===== config.mk =====
export PLATFORM = sky130hd
export DESIGN_NAME = memory_access
export DESIGN_NICKNAME = d
export VERILOG_FILES = /design/src/rtl/core_general.sv /design/src/rtl/memory_access_load_extend.sv /design/src/rtl/memory_access.sv
export SDC_FILE = /design/constraint.sdc
export NUM_CORES = 1
export LEC_CHECK = 0
export CAP_MARGIN = 0
export CORE_MARGIN = 3
export CORE_UTILIZATION = 35
export CTS_CLUSTER_DIAMETER = 150
export CTS_CLUSTER_SIZE = 12
export DETAILED_ROUTE_END_ITERATION = 7
export GPL_TIMING_DRIVEN = 0
export PLACE_DENSITY = 0.79
export RECOVER_POWER = 100
export SKIP_CTS_REPAIR_TIMING = 1
export SYNTH_ARGS = -nofsm -noshare
export SYNTH_HDL_FRONTEND = slang
export SYNTH_SLANG_ARGS = --single-unit
export TNS_END_PERCENT = 20

===== constraint.sdc =====
create_clock -name clk -period 6.3 [get_ports clk]
set_clock_uncertainty 0.15 [all_clocks]
set_input_delay 0.945 -clock clk [delete_from_list [all_inputs] [get_ports clk]]
set_output_delay 0.945 -clock clk [all_outputs]
set_load 0.01 [all_outputs]

===== src/rtl/core_general.sv =====
// core_general: shared RV32 core widths, decoded-op bundle layout and load/store funct3 codes
package core_general;
    localparam int XLEN         = 32;
    localparam int AWIDTH       = 14;
    localparam int OPLEN        = 9;
    localparam int FUNCT3_BIT_M = 2;
    localparam int FUNCT3_BIT_L = 0;
    localparam int DATA_MEM_WE  = 3;
    localparam logic [2:0] FUNCT3_B  = 3'b000;
    localparam logic [2:0] FUNCT3_H  = 3'b001;
    localparam logic [2:0] FUNCT3_W  = 3'b010;
    localparam logic [2:0] FUNCT3_BU = 3'b100;
    localparam logic [2:0] FUNCT3_HU = 3'b101;
    typedef struct packed {
        logic [OPLEN-1:0] decoded_op;
        logic             jump_state;
        logic [4:0]       rdsel;
        logic [XLEN-1:0]  next_pc;
        logic [XLEN-1:0]  alu_out;
        logic [XLEN-1:0]  rs2data;
    } em_regs_t;
    function automatic logic [2:0] funct3_of(input logic [OPLEN-1:0] op);
        return op[FUNCT3_BIT_M:FUNCT3_BIT_L];
    endfunction
endpackage


===== src/rtl/memory_access_load_extend.sv =====
// memory_access_load_extend: picks the low byte/half/word of load data and sign- or zero-extends it
module memory_access_load_extend
    import core_general::*;
(
    input  logic [2:0]      funct3_i,
    input  logic [XLEN-1:0] data_i,
    output logic [XLEN-1:0] ext_o
);
    // Lane selection always uses the low bits; unknown funct3 codes pass the word through
    always_comb begin
        ext_o = (funct3_i == FUNCT3_B)  ? {{(XLEN-8){data_i[7]}}, data_i[7:0]} :
                (funct3_i == FUNCT3_H)  ? {{(XLEN-16){data_i[15]}}, data_i[15:0]} :
                (funct3_i == FUNCT3_W)  ? data_i :
                (funct3_i == FUNCT3_BU) ? {{(XLEN-8){1'b0}}, data_i[7:0]} :
                (funct3_i == FUNCT3_HU) ? {{(XLEN-16){1'b0}}, data_i[15:0]} :
                data_i;
    end
endmodule


===== src/rtl/memory_access.sv =====
// memory_access: MemoryAccess stage - latches Execute results, drives data memory, extends load data
module memory_access
    import core_general::*;
(
    input  logic              clk,
    input  logic              rst_n,
    input  logic              phase_fetch,
    input  logic              phase_decode,
    input  logic              phase_execute,
    input  logic              phase_memoryaccess,
    input  logic              phase_writeback,
    input  logic [XLEN-1:0]   data_mem_out,
    input  logic [OPLEN-1:0]  decoded_op_em,
    input  logic              jump_state_em,
    input  logic [4:0]        rdsel_em,
    input  logic [XLEN-1:0]   next_pc_em,
    input  logic [XLEN-1:0]   alu_out_em,
    input  logic [XLEN-1:0]   rs2data_em,
    output logic [AWIDTH-1:0] data_mem_addr,
    output logic [XLEN-1:0]   data_mem_wdata,
    output logic [2:0]        data_mem_we,
    output logic [OPLEN-1:0]  decoded_op_mw,
    output logic              jump_state_mw,
    output logic [4:0]        rdsel_mw,
    output logic [XLEN-1:0]   next_pc_mw,
    output logic [XLEN-1:0]   alu_out_mw,
    output logic [XLEN-1:0]   mem_out_mw,
    output logic              stall_memoryaccess
);
    em_regs_t   pipe_q;
    em_regs_t   pipe_d;
    em_regs_t   pipe_em;
    logic [2:0] funct3_mw;
    logic       unused_phases;

    assign pipe_em = '{decoded_op: decoded_op_em, jump_state: jump_state_em, rdsel: rdsel_em,
                       next_pc: next_pc_em, alu_out: alu_out_em, rs2data: rs2data_em};

    // Capture Execute results at the closing edge of the execute phase, otherwise hold
    always_comb begin
        pipe_d = phase_execute ? pipe_em : pipe_q;
    end

    // Pipeline register; reset clears it immediately, independent of the clock
    always_ff @(posedge clk or posedge rst_n) begin
        if (rst_n) pipe_q <= '0;
        else       pipe_q <= pipe_d;
    end

    assign funct3_mw          = funct3_of(pipe_q.decoded_op);
    assign decoded_op_mw      = pipe_q.decoded_op;
    assign jump_state_mw      = pipe_q.jump_state;
    assign rdsel_mw           = pipe_q.rdsel;
    assign next_pc_mw         = pipe_q.next_pc;
    assign alu_out_mw         = pipe_q.alu_out;
    assign data_mem_addr      = pipe_q.alu_out[AWIDTH-1:0];
    assign data_mem_wdata     = pipe_q.rs2data;
    assign data_mem_we        = {pipe_q.decoded_op[DATA_MEM_WE] & phase_memoryaccess, funct3_mw[1:0]};
    assign stall_memoryaccess = 1'b0;
    assign unused_phases      = ^{phase_fetch, phase_decode, phase_writeback};

    memory_access_load_extend u_load_extend (
        .funct3_i (funct3_mw),
        .data_i   (data_mem_out),
        .ext_o    (mem_out_mw)
    );
endmodule


After elaboration in Yosys (flattened, before gate mapping)
Index checks and enable logic that the tools add are counted.

word-level totals
  register bits = 111
  logic and storage cells = 17

cells by class
  equal/unequal tests = 4
  multiplexer cells = 5
  bitwise gates (word level) = 1
  reductions and logical operators = 1

operators by type and width
  operator                                             number
  2-to-1 mux 32 bit                                    5
  equality test 3 bit, second input constant           2
  equality test 3 x 1 -> 1 bit, second input constant  1
  equality test 3 x 2 -> 1 bit, second input constant  1
  zero test 3 bit                                      1
  bitwise AND 1 bit                                    1

Logic depth before layout (Yosys ltp)
Gate-level depths: netlist of run 1.

  depth after elaboration = 6
  depth in mapped cells = 5
  mapped depth without buffers = 2

By module
Synthesis of run 1 repeated with hierarchy kept, for this count alone.

second synthesis, totals
  cells, all modules = 321
  area total of the unflattened synthesis = 4655.7 sq um

by module, submodules not included
  module                     instances  cells each  area an instance (sq um)  seq. area each (sq um)
  memory_access              1          254         4291.6                    2777.7
  memory_access_load_extend  1          67          364.1                     0.0

Worst setup path after synthesis of run 1
Ideal clock, no wire load.

  path type = input-to-output
  start point = input port data_mem_out[7]
  end point = output port mem_out_mw[10]
  arrival = 1.613 ns
  data required time = 5.205 ns
  path slack = 3.592 ns
  cell stages on the path = 3
  buffers on the path = 1
  cells stage by stage = or4b_4 -> buf_6 -> nand2_1

between the ends
  longest elaborated chain between the ends = 1

RTL lines
  what               RTL line                         source
  start, declared    memory_access.sv:12              input logic [XLEN-1:0] data_mem_out,
  2-to-1 mux 32 bit  memory_access_load_extend.sv:11  ext_o = (funct3_i == FUNCT3_B) ? {{(XLEN-8){data_i[7]}}, data_i[7:0]} :
  end, declared      memory_access.sv:27              output logic [XLEN-1:0] mem_out_mw,

No other way between the ends.

Worst setup path after layout of run 1
  start point = input port data_mem_out[7]
  end point = output port mem_out_mw[27]

Same word-level chain as after synthesis.

==> results of run 1 <==
## registers in the layout, summed over array words and instances, names as in the netlist
signal	count
decoded_op_mw	9
jump_state_mw	1
next_pc_mw	32
data_mem_wdata	32
alu_out_mw	32
rdsel_mw	5
## worst reg2reg max path: stages, from the launching register on
cell,delay [ns]
dfrtp_1,0.41
buf_4,0.18
mux2_2,0.26
## routing by layer
layer  vias to the layer above  part of all wire (%)  routed length [µm]  global-route usage (%)
met4                         0                   2.6                 372                    8.57
met5                         -                     0                   0                       0
met1                      1803                    33                4660                    19.6
met3                        23                   9.5                1350                    6.74
met2                       191                    55                7830                    36.4
li1                       1694                     -                   -                       -
## cell usage in the layout, fill, tap and decap left out
master,instances
and2_1,1
buf_2,3
buf_4,26
buf_6,2
bufinv_16,1
clkbuf_1,14
clkbuf_16,9
clkbuf_2,2
clkbuf_8,1
clkdlybuf4s50_1,118
clkinv_2,2
clkinvlp_2,1
clkinvlp_4,1
conb_1,1
dfrtp_1,111
dlygate4sd3_1,180
inv_6,1
mux2_1,1
mux2_2,110
mux2i_1,1
nand2_1,24
o21ai_0,24
or2_1,1
or4b_4,1
## cell type report
| class | count | area, µm² | area share (%) |
|---|---|---|---|
| repair buffers | 299 | 2990 | 37.0 |
| flip-flops and latches | 111 | 2780 | 34.4 |
| multi-input cells | 164 | 1500 | 18.6 |
| plain buffers | 45 | 287 | 3.55 |
| clock buffers | 11 | 243 | 3.01 |
| well taps | 172 | 215 | 2.67 |
| clock inverters | 5 | 56.3 | 0.698 |
| inverters | 1 | 5.00 | 0.0620 |
## through the flow
stage          instances  power, mW
5_1_grt              808       1.97
2_1_floorplan        321       1.03
6_report             808       1.87
4_1_cts              808       1.95
3_3_place_gp         791       1.35
3_5_place_dp         792       1.37
## worst paths after layout
kind	endpoint	startpoint
setup / recovery	mem_out_mw[27]	data_mem_out[7]
hold / removal	alu_out_mw[14]	alu_out_mw[14]
setup reg to reg	decoded_op_mw[0]	decoded_op_mw[0]
hold reg to reg	alu_out_mw[14]	alu_out_mw[14]
max in group asynchronous	rdsel_mw[3]	rst_n
min in group asynchronous	data_mem_wdata[18]	rst_n
## logic make-up after synthesis
group | count (synthesis) | share of synthesized area [%]
and+or+nand+nor | 27 | 2.53
muxes | 112 | 27.7
buffers and inverters | 46 | 6.59
other | 1 | 0.0816
AOI/OAI and AO/OA | 24 | 2.62
DFF | 111 | 60.5
## power groups by stage
stage                     Clock, mW  Combinational (mW)  Sequential [mW]
after detailed placement          0               0.530            0.840
after global placement            0               0.518            0.835
after global routing          0.624               0.511            0.832
after floorplan                   0               0.160            0.869
final                         0.576               0.477            0.822
after CTS                     0.595               0.533            0.827
==> summary.md, run 1 <==
| Metric | Value |
|---|---|
| Synth cell types | 15 |
| Hold Path Depth | 1 |
| CTS tree | built |
| Yosys top cell area share | around 60% |
| CP dominant cell by count | dlygate4sd3_1 |
| # clock sinks | approximately 110 |
| Top_reg_cell synth | dfrtp_1 |
| Setup TNS | 0 ns |
| R2r setup slk | between 5 and 6 ns |
| Post-Route WL | between 10 and 15 mm |
| CTS buffer count | 9 |
| Syn avg cell area | roughly 14 µm² |
| R2R cell count | 2 |
| Hold WS | 0.352 ns |
| Grt total ovfl | 0 |
| Dpl ws | 2.48 ns |
| Final GP Congestion | 0.771 |
| Slew Limit Fails | ~110 |
| Mapped Nets | roughly 470 |
| Switch Pwr | between 0.4 and 0.5 mW |
| Worst IR drop on VDD | around 0.00014 V |
| Final critical-path setup slack | about 2.1 ns |
| Vias in the first global route | between 4k and 5k |
| Comb power frac | around a quarter |
| Starting Density | between 30% and 40% |
| Drt drc | 0 |
| Final setup violation count | 0 |
| YS warnings | 0 |
| Post-route ant nets | 0 |
| Die area | between 10000 and 15000 µm² |
| Hold Path Class | flip-flop to flip-flop |
| Power Internal | between 1 and 1.5 mW |
| Post-Syn Area | roughly 4600 µm² |
| Required @ worst endpoint | between 5 and 6 ns |
| CORE AREA | about 13000 µm² |
| Failing checks | max-capacitance violations, max-slew violations |
| FFs w/ async S/R, synth | 100% |
| Vias per inst | 4.59 |
| Lkg Pwr | about 3.4 nW |
| Clock share of power | between 30% and 40% |
| DR iter-0 viols | between 70 and 80 |
| CTS root buffer | clkbuf_16 |
| Crit path buffers/inverters | 3 |
| Area leader, netlist | dfrtp_1 |
| Post-route clock period utilization | about two thirds |
| DPL Wire Length | around 11 mm |
| Global-route wire length before repair | roughly 22 mm |
| Outcome | complete, but fails checks |
| Slew at the pin closest to its max-slew limit | ~1.8 ns |
| Cell Chain, Critical Path | dlygate4sd3_1, mux2i_1, clkbuf_1, o21ai_0, dlygate4sd3_1 |
| Slowest CP cell | dlygate4sd3_1 |
| Synth cell count leaders | 111 x dfrtp_1, 111 x mux2_2, 26 x buf_4 |
| Final #Nets | roughly 780 |
| CP top delay family | buffers and inverters |
| Flop pwr share | 43.8% |
| CTS H-tree depth | 3 |
| CP max FO | 10 |
| Post-Route Utilization | between 60% and 70% |
| Minimum clock period | approximately 4.2 ns |
| CP max stage delay | about 0.64 ns |
| Crit. End Element | output pin |
| Drt wl/cell | roughly 18 µm |
| Fmax | approximately 240 MHz |
| DR pass1 iterations | 4 |
| Seq/Total Area, Yosys | between 60% and 70% |
| Filler instances | 997 |
| Layout cell share with drive strength beyond 1 | ~25% |
| Clock Path Buffers | 2 |
| Initial antenna violation count | 0 |
| Top post-synthesis cells by area | dfrtp_1 60%, mux2_2 27%, buf_4 4.2% |
| Critical path arrival | 3.08 ns |
| Worst Setup Path Type | primary input to output pin |
| Endpoints failing hold | 0 |
| Total number of vias | roughly 3.7k |
| Die height | approximately 120 µm |
| Finished Cell Area | 8070 µm² |
| Synthesis-to-layout area growth | 75.7% |
| Clk_lat worst skew | approximately 0.35 ns |
| Startpoint Class | primary input |
| Largest net degree at the start of global routing | between 70 and 80 |
| Switching part of the total | roughly 25% |
| Inserted Diodes | 0 |
| Horiz. Die Dim | between 100 and 150 µm |
| RSZ-0062 raised after global routing | no |
| Boundary Pins | 311 |
| Maxcap violations | 2 |
| I/O Buffers | slightly below 300 |
| CP Depth | 5 |
| Worst-path clk slew | approximately 0.070 ns |
| Placed Area | ~7800 µm² |
| Row cnt | 41 |
| Relative slew slack | -22.3% |
| Yosys reg bits | around 110 |
| GRT Overall Usage | between 15 and 20% |
| Power Density | 232 nW/µm² |
| Post-synth EDFFs | 0 |
| Syn Inst Count | 321 |
(Power assumes the default switching activity.)
==> run 2, diff against run 1 <==
- clock period: 6.3 -> 4.1 ns (I/O delays scaled with it)
==> run 2 against run 1 <==
The flow still finishes with violations (max-capacitance violations, max-slew violations). Critical path depth unchanged. Global-route usage unchanged. Die area is the same. Design area up 0.28%. Worst hold slack hardly changed. Non-clock buffer count unchanged. Critical path type unchanged. Critical endpoint unchanged.
==> summary.md, run 2 (synthesized netlist as in run 1, its figures left out) <==
| Metric | Value |
|---|---|
| Outcome | complete, but fails checks |
| Filler instances | 994 (-0.30%) |
| Clk_lat worst skew | 0.35 ns (about the same) |
| CORE AREA | 12700 µm² (unchanged) |
| # clock sinks | 111 (unchanged) |
| Failing checks | max-capacitance violations, max-slew violations |
| Slowest CP cell | dlygate4sd3_1 |
| Hold Path Class | flip-flop to flip-flop |
| Global routing's busiest layer | met2 |
| Synthesis-to-layout area growth | 76.2% |
| Met1 usage | 19.6% (unchanged) |
| CP max stage delay | 0.64 ns (about the same) |
| Final setup violation count | 0 (unchanged) |
| Global-route wire length before repair | 21.9 mm (unchanged) |
| Final #Nets | 781 (unchanged) |
| Slew at the pin closest to its max-slew limit | 1.79 ns (-0.0442 ns) |
| Worst Setup Path Type | primary input to output pin |
| Grt total ovfl | 0 (unchanged) |
| CTS H-tree depth | 3 (unchanged) |
| I/O Buffers | 298 (unchanged) |
| Post-route clock period utilization | about 85% |
| FF+latch area | 2780 µm² (unchanged) |
| Inserted Diodes | 0 (unchanged) |
| GRT Overall Usage | 19.6% (unchanged) |
| Post-Route WL | 14.2 mm (about the same) |
| Row cnt | 41 (unchanged) |
| DPL Wire Length | 11.4 mm (unchanged) |
| Power Density | 357 nW/µm² (+54%) |
| RSZ-0062 raised after global routing | no |
| Required @ worst endpoint | 3.34 ns (-1.86 ns) |
| DR pass1 iterations | 4 (unchanged) |
| Starting Density | 36.1% (unchanged) |
| Largest net degree at the start of global routing | 75 (unchanged) |
| Endpoints failing hold | 0 (unchanged) |
| Worst IR drop on VDD | 0.000221 V (+54%) |
| Fmax | about 290 MHz |
| Commonest cells after routing, fill and taps aside | 180 x dlygate4sd3_1, 118 x clkdlybuf4s50_1, 111 x dfrtp_1 |
| Post-route ant nets | 0 (unchanged) |
| Worst-path clk slew | 0.07 ns (about the same) |
| Placed cell count | 792 (unchanged) |
| Lkg Pwr | 3.42 nW (+0.25%) |
| Drt drc | 0 (unchanged) |
| Final GP Congestion | 0.771 (unchanged) |
| Relative slew slack | -20.0% (+2.3 points) |
| Area of the multi-input gates | 1500 µm² (unchanged) |
| Most common cell after layout, fill and taps aside | dlygate4sd3_1 |
| Layout cell share with drive strength beyond 1 | 25.2% (unchanged) |
| Minimum clock period | 3.50 ns |
| CP max FO | 10 (unchanged) |
| Setup TNS | 0 ns (unchanged) |
| Vias in the first global route | 4081 (unchanged) |
| Die height | 121 µm (unchanged) |
| Total number of vias | 3718 (+0.19%) |
| Maxcap violations | 1 (-1) |
| GR Layer Usage met3 | 6.74% (unchanged) |
| Slew Limit Fails | 38 (-67%) |
| Boundary Pins | 311 (unchanged) |
| CTS buffer count | 9 (unchanged) |
| CTS tree | built |
| Crit. End Element | output pin |
| Finished Cell Area | 8090 µm² (+0.28%) |
| Clock Path Buffers | 2 (unchanged) |
| DR iter-0 viols | 52 (-28%) |
| Vias per inst | 4.60 (+0.19%) |
| Horiz. Die Dim | 121 µm (unchanged) |
| Final critical-path setup slack | 0.600 ns (-1.53 ns) |
| Dpl ws | 0.939 ns (-1.54 ns) |
| Fin cells | 808 (unchanged) |
| Initial antenna violation count | 0 (unchanged) |
| Critical path arrival | 2.74 ns (-0.34 ns) |
| CTS root buffer | clkbuf_16 |
| CP dominant cell by count | dlygate4sd3_1 |
| Placed Area | 7820 µm² (unchanged) |
| Startpoint Class | primary input |
| Met2 usage | 36.4% (unchanged) |
| Die area | 14500 µm² (unchanged) |
| Drt wl/cell | 17.6 µm (about the same) |
| Cell Chain, Critical Path | dlygate4sd3_1, mux2i_1, clkbuf_1, o21ai_0, dlygate4sd3_1 |
| Design Power | 2.89 mW (+54%) |
[run 2: worst paths after layout]
check	start	to	cells past startpoint	slack, ns
setup reg to reg	decoded_op_mw[0]	decoded_op_mw[0]	2	2.99
min in group asynchronous	rst_n	data_mem_wdata[18]	2	1.03
hold reg to reg	alu_out_mw[14]	alu_out_mw[14]	1	0.35
hold / removal	alu_out_mw[14]	alu_out_mw[14]	1	0.35
max in group asynchronous	rst_n	next_pc_mw[28]	3	1.76
setup / recovery	data_mem_out[7]	mem_out_mw[27]	5	0.60
[run 2: per-layer routing]
layer	share of wire, %	vias to the layer above
met5	0	-
met4	2.6	0
met3	9.6	23
met2	55	183
met1	33	1816
li1	-	1696
[run 2: power breakdown]
group / internal, mW / total, mW / switching (mW)
logic: 0.454 / 0.736 / 0.282
registers: 1.20 / 1.26 / 0.0587
clock network: 0.491 / 0.888 / 0.397
total: 2.15 / 2.89 / 0.737
[run 2: worst max-delay path, delay by kind of cell]
family          cells  cell delay [ns]
mux                 1             0.40
buf+inv             3             1.55
compound gates      1             0.17
[run 2: cell type report]
class | instances | share of cell area [%]
clock inverter | 5 | 0.696
inverter | 1 | 0.0618
tap | 172 | 2.66
sequential | 111 | 34.3
clock buffer | 11 | 3.00
timing repair buffer | 299 | 37.2
multi-input combinational | 164 | 18.5
buffer | 45 | 3.54
[run 2: through the flow]
step	hold WS [ns]	util, %
2_1_floorplan	0.401	-
3_3_place_gp	0.339	61.2
3_5_place_dp	0.344	61.5
4_1_cts	0.361	63.8
5_1_grt	0.365	63.6
6_report	0.352	63.6
